**src/rtl/uart_arb_pkg.sv**
```systemverilog
// rtl/uart_arb_pkg.sv - shared state type and parameter defaults for the UART transmit arbiter
package uart_arb_pkg;

  typedef enum logic [1:0] {
    IDLE,
    LOAD,
    WAIT,
    HOLD
  } uart_arb_state_t;

  localparam int UART_ARB_NUM_REQ        = 4;
  localparam int UART_ARB_TIMEOUT_CYCLES = 24000;

endpackage

```
**src/rtl/uart_rr_pick.sv**
```systemverilog
// rtl/uart_rr_pick.sv - combinational round-robin search upward from last_grant+1
module uart_rr_pick #(
  parameter int NUM_REQ = 4
) (
  input  logic [NUM_REQ-1:0]         req_valid,
  input  logic [$clog2(NUM_REQ)-1:0] last_grant,
  output logic [$clog2(NUM_REQ)-1:0] pick_id,
  output logic                       pick_any
);

  localparam int IDW = $clog2(NUM_REQ);

  // Scan from the farthest candidate back to the nearest so the nearest valid one wins.
  always_comb begin
    int idx;
    logic [IDW-1:0] cand;
    idx      = 0;
    cand     = '0;
    pick_id  = '0;
    pick_any = |req_valid;
    for (int k = NUM_REQ; k >= 1; k--) begin
      idx = int'(last_grant) + k;
      if (idx >= NUM_REQ) idx = idx - NUM_REQ;
      cand = IDW'(idx);
      if (req_valid[cand]) pick_id = cand;
    end
  end

endmodule

```
**src/rtl/uart_tx_arbiter.sv**
```systemverilog
// rtl/uart_tx_arbiter.sv - packet-granular round-robin sharing of one uart_tx among requesters
// Optional HOLD idle timeout compiled in with UART_ARB_TIMEOUT_EN.
module uart_tx_arbiter
  import uart_arb_pkg::*;
#(
  parameter int NUM_REQ        = UART_ARB_NUM_REQ,
  parameter int TIMEOUT_CYCLES = UART_ARB_TIMEOUT_CYCLES
) (
  input  logic                       clk,
  input  logic                       reset,
  input  logic [NUM_REQ-1:0]         req_valid,
  input  logic [NUM_REQ*8-1:0]       req_data,
  input  logic [NUM_REQ-1:0]         req_last,
  output logic [NUM_REQ-1:0]         req_ready,
  output logic                       tx_start,
  output logic [7:0]                 tx_din,
  input  logic                       tx_done_tick,
  output logic [$clog2(NUM_REQ)-1:0] grant_id,
  output logic                       busy
);

  localparam int IDW = $clog2(NUM_REQ);

  uart_arb_state_t state_q, state_d;
  logic [IDW-1:0]  grant_q;
  logic [IDW-1:0]  last_grant_q;
  logic [7:0]      tx_din_q;
  logic            last_q;
  logic [IDW-1:0]  pick_id;
  logic            pick_any;
  logic            rel_lock;
  logic            timeout;

  uart_rr_pick #(.NUM_REQ(NUM_REQ)) u_pick (
    .req_valid  (req_valid),
    .last_grant (last_grant_q),
    .pick_id    (pick_id),
    .pick_any   (pick_any)
  );

`ifdef UART_ARB_TIMEOUT_EN
  localparam int CW = $clog2(TIMEOUT_CYCLES + 1);
  logic [CW-1:0] hold_cnt_q;

  // Counts consecutive HOLD cycles; any exit from HOLD rearms it.
  always_ff @(posedge clk) begin
    if (reset || state_q != HOLD || state_d != HOLD) hold_cnt_q <= '0;
    else                                             hold_cnt_q <= hold_cnt_q + CW'(1);
  end

  assign timeout = (state_q == HOLD) && (hold_cnt_q == CW'(TIMEOUT_CYCLES - 1));
`else
  logic unused_timeout_cfg;
  assign unused_timeout_cfg = (TIMEOUT_CYCLES > 0);
  assign timeout = 1'b0;
`endif

  always_comb begin
    state_d   = state_q;
    rel_lock  = 1'b0;
    req_ready = '0;
    case (state_q)
      IDLE: if (pick_any) state_d = LOAD;
      LOAD: begin
        req_ready[grant_q] = 1'b1;
        state_d = WAIT;
      end
      WAIT: if (tx_done_tick) begin
        if (last_q) begin
          state_d  = IDLE;
          rel_lock = 1'b1;
        end else begin
          state_d = HOLD;
        end
      end
      HOLD: begin
        if (req_valid[grant_q]) begin
          state_d = LOAD;
        end else if (timeout) begin
          state_d  = IDLE;
          rel_lock = 1'b1;
        end
      end
      default: state_d = IDLE;
    endcase
  end

  always_ff @(posedge clk) begin
    if (reset) begin
      state_q      <= IDLE;
      grant_q      <= '0;
      last_grant_q <= IDW'(NUM_REQ - 1);
      tx_din_q     <= 8'h00;
      last_q       <= 1'b0;
    end else begin
      state_q <= state_d;
      if (state_q == IDLE && pick_any) begin
        grant_q  <= pick_id;
        tx_din_q <= req_data[{pick_id, 3'b000} +: 8];
      end
      if (state_q == HOLD && state_d == LOAD) tx_din_q <= req_data[{grant_q, 3'b000} +: 8];
      if (state_q == LOAD) last_q <= req_last[grant_q];
      if (rel_lock) last_grant_q <= grant_q;
    end
  end

  assign tx_start = (state_q == LOAD);
  assign tx_din   = tx_din_q;
  assign grant_id = grant_q;
  assign busy     = (state_q != IDLE);

endmodule

```
**config.mk**
```make
export PLATFORM = sky130hd
export DESIGN_NAME = uart_tx_arbiter
export DESIGN_NICKNAME = d
export VERILOG_FILES = /design/src/rtl/uart_arb_pkg.sv /design/src/rtl/uart_rr_pick.sv /design/src/rtl/uart_tx_arbiter.sv
export SDC_FILE = /design/constraint.sdc
export NUM_CORES = 1
export LEC_CHECK = 0
export BUFFER_PORTS_ARGS = -buffer_cell sky130_fd_sc_hd__buf_2
export CAP_MARGIN = 20
export CORE_UTILIZATION = 46
export DETAILED_ROUTE_END_ITERATION = 12
export PLACE_DENSITY = 0.92
export SYNTH_ARGS = -nofsm -noshare
export SYNTH_HDL_FRONTEND = slang
export SYNTH_SLANG_ARGS = --single-unit
```
**constraint.sdc**
```tcl
create_clock -name clk -period 2.94 [get_ports clk]
set_input_delay 0.441 -clock clk [delete_from_list [all_inputs] [get_ports clk]]
set_output_delay 0.441 -clock clk [all_outputs]
set_load 0.005 [all_outputs]
```
==> results.sh <==
export IMPL_worstPathRequired_ns=3.08
export IMPL_hp_class="input pin to flop"
export IMPL_avgSynthCellArea_um2=8.65
export IMPL_grt_overflow=0
export IMPL_synth_flop_cell="dfxtp_1"
export IMPL_synth_seq_area_share_pct=30.2
export IMPL_finalHoldViolCount=0
export IMPL_synthCells=115
export IMPL_fin_area_mm2=0.00132
export IMPL_async_reset_ff_share_pct=0
export IMPL_worstPathMaxFanout=16
export IMPL_yosysWarnings=0
export IMPL_ios=59
export IMPL_avgRoutedWirePerCell_um=12.8
export IMPL_path_class="flop to flop"
export IMPL_grt_antenna_before_repair=0
export IMPL_place_area_mm2=0.00129
export IMPL_outcome="finished, final reports clean"
export IMPL_synth_nets=158
export IMPL_drt_iter0_drc=23
export IMPL_io_buffers=58
export IMPL_final_max_slew_viol_count=0
export IMPL_grt_pass1_wl_um=4270
export IMPL_fmax_mhz=453
export IMPL_nFillCells=177
export IMPL_die_h_um=48.5
export IMPL_grt_pass1_vias=1051
export IMPL_synth_edf_count=0
export IMPL_finClkSkew_ns=0.00511
export IMPL_critPathArrivalTime_ns=2.35
export IMPL_rows=16
export IMPL_end_kind="flop"
export IMPL_reg2reg_depth=5
export IMPL_yosys_register_bits=15
export IMPL_cts_buffers=3
export IMPL_period_minus_slack_ns=2.21
export IMPL_gp_congestion=0.864
export IMPL_grt_usage_pct=22.9
export IMPL_htree_levels=1
export IMPL_first_pass_iters=4
export IMPL_drc=0
export IMPL_hold_ws_ns=0.445
export IMPL_final_antenna_net_count=0
export IMPL_hold_path_depth=3
export IMPL_drive_gt1_share_pct=40.2
export IMPL_powerDensity_mw_per_mm2=432
export IMPL_fin_util_pct=65.7
export IMPL_p_leak_nw=0.698
export IMPL_numClockSinks=15
export IMPL_tightest_slew_ns=0.798
export IMPL_power_total_w=0.000568
export IMPL_vias=1129
export IMPL_cts_buffer_depth=2
export IMPL_grt_max_degree=17
export IMPL_rsz0062_at_grt="no"
export IMPL_synthesis_area_um2=995
export IMPL_final_nets=218
export IMPL_clk_latency_ns=0.28
export IMPL_wirelength_um=2580
export IMPL_die_w_um=48.5
export IMPL_setup_violations_final=0
export IMPL_die_area_mm2=0.00235
export IMPL_fin_crit_sh_pct=75.1
export IMPL_cts_resized=0
export IMPL_peakVddDrop_mv=0.336
export IMPL_coreArea_mm2=0.00200
export IMPL_slew_headroom_pct=46.4
export IMPL_yosysUniqueCellTypes=29
export IMPL_startpoint_type="flop"
export IMPL_cts_tree="yes"
export IMPL_via_per_inst=5.62
export IMPL_path_clk_slew_ns=0.09
export IMPL_cts_hold_buffers=0
export IMPL_drv_cap=0
export IMPL_antenna_cells=0
export IMPL_start_util_pct=49.7
export IMPL_syn_to_final_growth_pct=32.2
export IMPL_root_buffer="clkbuf_4"
export IMPL_setup_tns_final_ns=0
export IMPL_hpwl_um=2040
export IMPL_post_cts_buffers=0
## power breakdown
| part | internal [W] | switching [W] | total [W] |
|---|---|---|---|
| logic | 0.0000976 | 0.0000938 | 0.000191 |
| clock network | 0.0000506 | 0.0000672 | 0.000118 |
| registers | 0.000231 | 0.0000275 | 0.000259 |
## flip-flops by register name (all words and copies together), names as in the netlist
| name | count |
|---|---|
| last_grant_q | 2 |
| grant_id | 2 |
| tx_din | 8 |
| last_q | 1 |
| state_q | 2 |
## through the flow
step           cells  worst slack [ns]
2_1_floorplan    115              1.07
3_3_place_gp     197             0.778
3_5_place_dp     197             0.671
4_1_cts          201             0.724
5_1_grt          201             0.540
6_report         201             0.731
## worst max-delay path, stage by stage, from the launching register on
cell and delay, ns:
dfxtp_1 0.58, mux2i_1 0.19, or2_1 0.31, a21oi_4 0.56, mux2i_1 0.27, o221ai_1 0.14
## placed cells by master, fill, tap and decap left out, types with 2 or more instances in the layout
cell type / netlist / routed
a211o_1: 2 / 2
a21oi_1: 5 / 5
and3_1: 3 / 3
buf_2: 0 / 58
clkbuf_4: 0 / 3
dfxtp_1: 15 / 15
inv_1: 4 / 4
mux2i_1: 19 / 19
nand2_1: 13 / 13
nand3_1: 2 / 2
nor2_1: 13 / 13
nor2b_1: 6 / 6
o21ai_0: 5 / 5
o21bai_1: 2 / 2
o221ai_1: 8 / 8
or2_2: 3 / 3
## synth_stat cells (2+ instances only)
| cell type | n | share of area [%] |
|---|---|---|
| o21bai_1 | 2 | 1.5 |
| and3_1 | 3 | 1.9 |
| mux2i_1 | 19 | 19 |
| nor2_1 | 13 | 4.9 |
| nand3_1 | 2 | 1.0 |
| nor2b_1 | 6 | 3.8 |
| nand2_1 | 13 | 4.9 |
| or2_2 | 3 | 1.9 |
| o21ai_0 | 5 | 2.5 |
| dfxtp_1 | 15 | 30 |
| a211o_1 | 2 | 1.8 |
| inv_1 | 4 | 1.5 |
| a21oi_1 | 5 | 2.5 |
| o221ai_1 | 8 | 7.0 |
## area by class of cell
cell class | count | area [µm²] | share of cell area, %
Multi-Input combinational cell | 93 | 648 | 49.3
Clock buffer | 3 | 22.5 | 1.71
Timing Repair Buffer | 58 | 290 | 22.1
Sequential cell | 15 | 300 | 22.8
Inverter | 4 | 15.0 | 1.14
Clock inverter | 1 | 5.00 | 0.381
Tap cell | 27 | 33.8 | 2.57
## metal layers
metal / share of wire, % / wire (µm) / vias up / GRT usage [%]
li1: - / - / 546 / -
met1: 41 / 1050 / 533 / 25.5
met2: 52 / 1330 / 44 / 41.1
met3: 5.5 / 141 / 6 / 3.46
met4: 2.0 / 52 / 0 / 13.7
met5: 0 / 0 / - / 0
## kinds of logic after synthesis
family,Yosys count,share of synthesized area (%)
and+or+nand+nor,45,22.4
buffers and inverters,7,4.65
DFF,15,30.2
AOI/OAI and AO/OA,27,20.3
muxes,21,22.5
## path summary, 6_finish.rpt
kind	from	endpoint	slack, ns
setup / recovery	grant_id[0]$_SDFFE_PP0P_	tx_din[3]$_SDFFE_PP0P_	0.73
hold / removal	req_data[22]	tx_din[6]$_SDFFE_PP0P_	0.45
setup reg to reg	grant_id[0]$_SDFFE_PP0P_	tx_din[3]$_SDFFE_PP0P_	0.73
hold reg to reg	tx_din[4]$_SDFFE_PP0P_	tx_din[4]$_SDFFE_PP0P_	0.47
Note: power is estimated with default switching activity, not from simulation.
